$ cat config.mk
export PLATFORM = sky130hd
export DESIGN_NAME = btn_conditioner_flat
export DESIGN_NICKNAME = d
export VERILOG_FILES = /design/src/rtl/btn_cond_pkg.sv /design/src/rtl/btn_conditioner_if.sv /design/src/rtl/btn_debounce_ch.sv /design/src/rtl/btn_conditioner.sv /design/src/flat_wrapper.sv
export SDC_FILE = /design/constraint.sdc
export NUM_CORES = 1
export LEC_CHECK = 0
export CAP_MARGIN = 30
export CORE_MARGIN = 2
export CORE_UTILIZATION = 60
export CTS_CLUSTER_SIZE = 8
export DETAILED_ROUTE_END_ITERATION = 6
export HOLD_SLACK_MARGIN = 0.1
export PLACE_DENSITY = 0.77
export SLEW_MARGIN = 20
export SYNTH_ARGS = -nofsm -noshare
export SYNTH_HDL_FRONTEND = slang
export SYNTH_SLANG_ARGS = --single-unit
$ cat constraint.sdc
create_clock -name clk -period 2.45 [get_ports clk]
set_input_delay 0.49 -clock clk [delete_from_list [all_inputs] [get_ports clk]]
set_output_delay 0.49 -clock clk [all_outputs]
set_load 0.01 [all_outputs]
$ cat src/rtl/btn_cond_pkg.sv
// btn_cond_pkg: shared types and defaults for the push-button conditioner.
// The channel state enum and default timing constants live here so the top
// and the per-channel debouncer agree on them.
package btn_cond_pkg;

  // Debounce state of one button channel
  typedef enum logic [1:0] {
    LOW      = 2'd0,
    CHK_HIGH = 2'd1,
    HIGH     = 2'd2,
    CHK_LOW  = 2'd3
  } btn_state_t;

  // 20 ms stable time at 100 MHz
  localparam int unsigned DB_CYCLES_DEF     = 2_000_000;
  // 500 ms from press to first auto-repeat at 100 MHz
  localparam int unsigned REPEAT_DELAY_DEF  = 50_000_000;
  // 100 ms between auto-repeats at 100 MHz
  localparam int unsigned REPEAT_PERIOD_DEF = 10_000_000;

  // Larger of two unsigned values, used to size the repeat counter
  function automatic int unsigned max_u(input int unsigned a, input int unsigned b);
    return (a > b) ? a : b;
  endfunction

endpackage

$ cat src/rtl/btn_conditioner_if.sv
// btn_conditioner_if: raw button pins in, debounced level and press/release
// pulses out. The slave modport is the conditioner's view; master is the
// view of whatever drives the pins and consumes the events.
interface btn_conditioner_if #(
  parameter int unsigned N_BTN = 6
);

  logic [N_BTN-1:0] btn_raw;
  logic [N_BTN-1:0] btn_level;
  logic [N_BTN-1:0] btn_press;
  logic [N_BTN-1:0] btn_release;

  modport master (
    output btn_raw,
    input  btn_level,
    input  btn_press,
    input  btn_release
  );

  modport slave (
    input  btn_raw,
    output btn_level,
    output btn_press,
    output btn_release
  );

endinterface

$ cat src/rtl/btn_debounce_ch.sv
// btn_debounce_ch: one button channel. 2-FF synchroniser, four-state
// debounce FSM with a saturating stable-sample counter, registered outputs.
// Optional auto-repeat of btn_press while held is compiled in with the
// BTN_COND_REPEAT_EN macro.
module btn_debounce_ch
  import btn_cond_pkg::*;
#(
  parameter int unsigned DB_CYCLES     = DB_CYCLES_DEF
`ifdef BTN_COND_REPEAT_EN
  ,
  parameter int unsigned REPEAT_DELAY  = REPEAT_DELAY_DEF,
  parameter int unsigned REPEAT_PERIOD = REPEAT_PERIOD_DEF
`endif
) (
  input  logic i_clk,
  input  logic i_reset,
  input  logic i_raw,
  output logic o_level,
  output logic o_press,
  output logic o_release
);

  localparam int unsigned CNT_W = $clog2(DB_CYCLES + 1);
  localparam logic [CNT_W-1:0] DB_CNT = CNT_W'(DB_CYCLES);

  logic             r_s0;
  logic             r_s1;
  btn_state_t       r_state;
  logic [CNT_W-1:0] r_cnt;
  logic             r_level;
  logic             r_press;
  logic             r_release;
  logic             w_rep_fire;

  // Two-stage synchroniser for the asynchronous pin
  always_ff @(posedge i_clk) begin
    if (i_reset) begin
      r_s0 <= 1'b0;
      r_s1 <= 1'b0;
    end else begin
      r_s0 <= i_raw;
      r_s1 <= r_s0;
    end
  end

`ifdef BTN_COND_REPEAT_EN
  localparam int unsigned REP_W = $clog2(max_u(REPEAT_DELAY, REPEAT_PERIOD) + 1);
  localparam logic [REP_W-1:0] REP_DLY = REP_W'(REPEAT_DELAY);
  localparam logic [REP_W-1:0] REP_PER = REP_W'(REPEAT_PERIOD);

  logic [REP_W-1:0] r_rep_cnt;
  logic             r_rep_first;

  // Fire only while staying in HIGH; a falling sample leaves HIGH instead
  assign w_rep_fire = (r_state == HIGH) && r_s1 &&
                      (r_rep_first ? (r_rep_cnt == REP_DLY) : (r_rep_cnt == REP_PER));

  // Repeat counter: holds cycles since the last press pulse while in HIGH.
  // Outside HIGH it is preloaded to 1 so the count is already aligned on
  // the edge that enters HIGH; this also discards any count on leaving HIGH.
  always_ff @(posedge i_clk) begin
    if (i_reset) begin
      r_rep_cnt   <= '0;
      r_rep_first <= 1'b0;
    end else if ((r_state == HIGH) && r_s1) begin
      if (w_rep_fire) begin
        r_rep_cnt   <= REP_W'(1);
        r_rep_first <= 1'b0;
      end else begin
        r_rep_cnt   <= r_rep_cnt + 1'b1;
      end
    end else begin
      r_rep_cnt   <= REP_W'(1);
      r_rep_first <= 1'b1;
    end
  end
`else
  assign w_rep_fire = 1'b0;
`endif

  // Debounce FSM with registered level and one-cycle press/release pulses
  always_ff @(posedge i_clk) begin
    if (i_reset) begin
      r_state   <= LOW;
      r_cnt     <= '0;
      r_level   <= 1'b0;
      r_press   <= 1'b0;
      r_release <= 1'b0;
    end else begin
      r_press   <= 1'b0;
      r_release <= 1'b0;
      case (r_state)
        LOW: begin
          if (r_s1) begin
            r_state <= CHK_HIGH;
            r_cnt   <= CNT_W'(1);
          end
        end
        CHK_HIGH: begin
          if (!r_s1) begin
            r_state <= LOW;
            r_cnt   <= '0;
          end else if (r_cnt == DB_CNT) begin
            r_state <= HIGH;
            r_cnt   <= '0;
            r_level <= 1'b1;
            r_press <= 1'b1;
          end else begin
            r_cnt   <= r_cnt + 1'b1;
          end
        end
        HIGH: begin
          if (!r_s1) begin
            r_state <= CHK_LOW;
            r_cnt   <= CNT_W'(1);
          end else if (w_rep_fire) begin
            r_press <= 1'b1;
          end
        end
        CHK_LOW: begin
          if (r_s1) begin
            r_state <= HIGH;
            r_cnt   <= '0;
          end else if (r_cnt == DB_CNT) begin
            r_state   <= LOW;
            r_cnt     <= '0;
            r_level   <= 1'b0;
            r_release <= 1'b1;
          end else begin
            r_cnt     <= r_cnt + 1'b1;
          end
        end
        default: begin
          r_state <= LOW;
          r_cnt   <= '0;
        end
      endcase
    end
  end

  assign o_level   = r_level;
  assign o_press   = r_press;
  assign o_release = r_release;

endmodule

$ cat src/rtl/btn_conditioner.sv
// btn_conditioner: N_BTN independent push-button debouncers. Each channel is
// synchronised, debounced and turned into a clean level plus one-cycle
// press/release pulses. Define BTN_COND_REPEAT_EN to add auto-repeat
// press pulses while a button is held.
module btn_conditioner
  import btn_cond_pkg::*;
#(
  parameter int unsigned N_BTN         = 6,
  parameter int unsigned DB_CYCLES     = DB_CYCLES_DEF,
  parameter int unsigned REPEAT_DELAY  = REPEAT_DELAY_DEF,
  parameter int unsigned REPEAT_PERIOD = REPEAT_PERIOD_DEF
) (
  input  logic              clk,
  input  logic              reset,
  btn_conditioner_if.slave  bus
);

  logic [N_BTN-1:0] w_level;
  logic [N_BTN-1:0] w_press;
  logic [N_BTN-1:0] w_release;

  // Zero stable time or zero repeat spacing has no meaningful behaviour
  if (DB_CYCLES == 0) begin : g_bad_db
    $error("btn_conditioner: DB_CYCLES must be >= 1");
  end
  if ((REPEAT_DELAY == 0) || (REPEAT_PERIOD == 0)) begin : g_bad_rep
    $error("btn_conditioner: REPEAT_DELAY and REPEAT_PERIOD must be >= 1");
  end

  for (genvar g = 0; g < N_BTN; g++) begin : g_ch
    btn_debounce_ch #(
      .DB_CYCLES     (DB_CYCLES)
`ifdef BTN_COND_REPEAT_EN
      ,
      .REPEAT_DELAY  (REPEAT_DELAY),
      .REPEAT_PERIOD (REPEAT_PERIOD)
`endif
    ) u_ch (
      .i_clk     (clk),
      .i_reset   (reset),
      .i_raw     (bus.btn_raw[g]),
      .o_level   (w_level[g]),
      .o_press   (w_press[g]),
      .o_release (w_release[g])
    );
  end

  assign bus.btn_level   = w_level;
  assign bus.btn_press   = w_press;
  assign bus.btn_release = w_release;

endmodule

$ cat src/flat_wrapper.sv
// flat-port wrapper written by rule: the top's interface ports become plain ports
module btn_conditioner_flat import btn_cond_pkg::*;
#(
  parameter int unsigned N_BTN         = 6,
  parameter int unsigned DB_CYCLES     = DB_CYCLES_DEF,
  parameter int unsigned REPEAT_DELAY  = REPEAT_DELAY_DEF,
  parameter int unsigned REPEAT_PERIOD = REPEAT_PERIOD_DEF
)
  (clk, reset, bus_btn_raw, bus_btn_level, bus_btn_press, bus_btn_release);
  btn_conditioner_if #(.N_BTN(N_BTN)) bus_i ();
  input  logic clk;
  input  logic reset;
  input wire logic [$bits(bus_i.btn_raw)-1:0] bus_btn_raw;
  output wire logic [$bits(bus_i.btn_level)-1:0] bus_btn_level;
  output wire logic [$bits(bus_i.btn_press)-1:0] bus_btn_press;
  output wire logic [$bits(bus_i.btn_release)-1:0] bus_btn_release;
  assign bus_i.btn_raw = bus_btn_raw;
  assign bus_btn_level = bus_i.btn_level;
  assign bus_btn_press = bus_i.btn_press;
  assign bus_btn_release = bus_i.btn_release;
  btn_conditioner #(.N_BTN(N_BTN), .DB_CYCLES(DB_CYCLES), .REPEAT_DELAY(REPEAT_DELAY), .REPEAT_PERIOD(REPEAT_PERIOD)) u_core (.clk(clk), .reset(reset), .bus(bus_i));
endmodule
==> results of run 1 <==
-- Yosys cell counts, drive strengths merged, types with 7 or more instances --
cell type,instances
dfxtp,168
nor4,31
clkbuf,23
and3,17
nor3b,8
a21oi,70
nor3,23
nand2b,16
mux2i,12
nand3,69
ha,12
o21ai,41
nand2,94
and4,11
or4,7
nand4,39
nor2,63
a22o,19
and2,7
xor2,14
buf,38
nor2b,21
inv,36
xnor2,17
a31oi,62
-- cell usage in the layout, fill, tap and decap left out, types with 19 or more instances in the layout --
| cell type | n |
|---|---|
| dfxtp_1 | 168 |
| buf_4 | 31 |
| nor2_1 | 63 |
| nor2b_1 | 21 |
| nor4_1 | 26 |
| inv_1 | 35 |
| nor3_1 | 22 |
| nand4_1 | 39 |
| a31oi_1 | 62 |
| a21oi_1 | 70 |
| nand3_1 | 69 |
| o21ai_0 | 40 |
| a22o_1 | 19 |
| clkdlybuf4s50_1 | 24 |
| nand2_1 | 94 |
-- stage by stage --
stage	hold slack (ps)	utilization	setup WS, ps
detailed placement	425.4	0.6378	215.7
global placement	414.9	0.6374	237.8
floorplan	413.8	-	447.0
global route	440.2	0.6855	30.32
finish	418.5	0.6855	141.0
CTS	412.9	0.6847	155.6
-- critical path: stages (launching register included) --
cell and delay, ps:
dfxtp_1 350, or4_1 590, nor4_4 390, a211oi_4 100, buf_4 260, and3_1 220, a221o_1 270
-- final timing paths --
kind                                               startpoint                            end  slack (ps)
worst min-delay path                                    reset       u_core.g_ch[0].u_ch.r_s0         420
worst max-delay path            u_core.g_ch[4].u_ch.r_cnt[11]  u_core.g_ch[4].u_ch.r_cnt[17]         140
worst max register to register  u_core.g_ch[4].u_ch.r_cnt[11]  u_core.g_ch[4].u_ch.r_cnt[17]         140
worst min register to register       u_core.g_ch[2].u_ch.r_s0       u_core.g_ch[2].u_ch.r_s1         440
-- power by group --
part           total (mW)  internal [mW]  switching, mW
registers            2.80           2.77         0.0336
logic               0.237         0.0961          0.141
clock network        2.91           1.83           1.09
-- state kept, by name, summed over array words and instances (netlist names), named ones only --
name                        flops
u_core.g_ch.u_ch.r_cnt        126
u_core.g_ch.u_ch.r_s0           6
u_core.g_ch.u_ch.r_s1           6
u_core.g_ch.u_ch.o_press        6
u_core.g_ch.u_ch.o_level        6
u_core.g_ch.u_ch.o_release      6
u_core.g_ch.u_ch.r_state        6
-- cells by family (layout without fill, tap and decap cells) --
group | Yosys count | in the layout | share of synthesized area
compound gates | 240 | 240 | 0.1839
buf+inv | 97 | 127 | 0.05850
mux | 12 | 12 | 0.01440
simple gates | 436 | 436 | 0.2895
xor+xnor | 31 | 31 | 0.03255
fa+ha+maj | 12 | 12 | 0.01800
flops | 168 | 168 | 0.4032
-- cell type report --
cell class,instances,share of cell area
multi-input cells,731,0.4809
flip-flops and latches,168,0.3576
repair buffers,59,0.05468
clock buffers,19,0.04709
well taps,180,0.02395
clock inverters,13,0.02142
inverters,36,0.01437
-- routing by layer --
metal,GRT usage,part of all wire
met5,0,0
met4,0.09483,0.014
met3,0.04728,0.037
met2,0.4152,0.48
met1,0.3270,0.47
==> reports/metrics.cfg, run 1 <==
[worst_setup_path]
arrival_ps=2620
cp_max_fo=36
critical_path_class=flip-flop to flip-flop
cp-start-kind=flip-flop
reg2regPathDepth=6
crit_required_ps=2760
cp-end-kind=flip-flop

[final_layout]
drive_gt1_frac=0.08869
nets=1033
num_antenna_cells=0
area_delta_synth_final_pct=12.75
stdcell_count=1206
nFillCells=1108
final_area_um2=9405
seq_area_um2=3363
multi_input_area_um2=4523

[yosys]
synth_top_area_cell=dfxtp_1
synth_cell_types=68
synth_area_um2=8342
ys_seq_area_frac=0.4032
ys_async_sr_fraction=0
synth_top_cells_by_area=dfxtp_1 (40%), a31oi_1 (4.6%), nand2_1 (4.2%)
netlist.area_leader.share=0.4032
synth_warnings=0
syn_avg_cell_area_um2=8.375
synthCells=996
synth-edff-count=0
ys_ff_latch=168
syn-num-nets=1016
ys.flop_type=dfxtp_1

[worst_hold_path]
hp-class=input port to flip-flop
holdPathStages=2

[sta]
rsz0062_at_grt=no
clock_skew_ps=8.480
slew_headroom=0.4111
hold_viol=0
fin_crit_sh=0.9424
finalSetupViolations=0
worst_pin_slew_ps=881.8
clock.fmax_mhz=433.1
fin_crit_ps=2309
drv_slew=0
tns_ps=0

[placed_design]
port_buffers=25
dp_hpwl_mm=11.81
postPlaceCellArea_um2=8750
place.gp.congestion=0.8644
dp_cells=1173

[floorplan]
fp.dieH_um=121.9
start_util=0.6080
rows=43
pin_count=26
core_um2=13720
dieArea_um2=14860
die_x_um=121.9

[global_routing]
track_usage=0.2513
grt_pass1_wl_mm=30.35
grt_max_degree=37
antenna_found_initial=0
grt_pass1_vias=6534
grt-ovfl-total=0

[routing]
vias=7363
drtPass1Iterations=5
viasPerCell=6.105
finalWirelength_mm=18.09
wl_per_cell_um=15.00
remaining_drc_errors=0
drt-initial-drc-count=550
ant_nets=0

[job]
drv_cap=0

[cts]
cts_tree=built
holdBufCountCts=0
root_buffer=clkbuf_16
cts_resized=0
cts_made_buffers=17
htree_levels=4
clk_pin_slew_ps=60
post_cts_buffers=0
clk_path_buf_depth=2
clkSinkCount=168
clock_latency_ps=430

[power]
power.total_mw=5.951
p_per_area_nw_per_um2=632.8
power_leakage_nw=3.287
peakVddDrop_v=0.0005019

[status]
status=completed

Power figures use the tool's default switching activity.
==> run 2, diff against run 1 <==
--- a/config.mk
+++ b/config.mk
@@ -5,6 +5,7 @@
 export SDC_FILE = /design/constraint.sdc
 export NUM_CORES = 1
 export LEC_CHECK = 0
+export ABC_CLOCK_PERIOD_IN_PS = 2450
 export CAP_MARGIN = 30
 export CORE_MARGIN = 2
 export CORE_UTILIZATION = 60
==> results of run 2 <==
The final DEF is identical to that of run 1; final timing and power are the same.
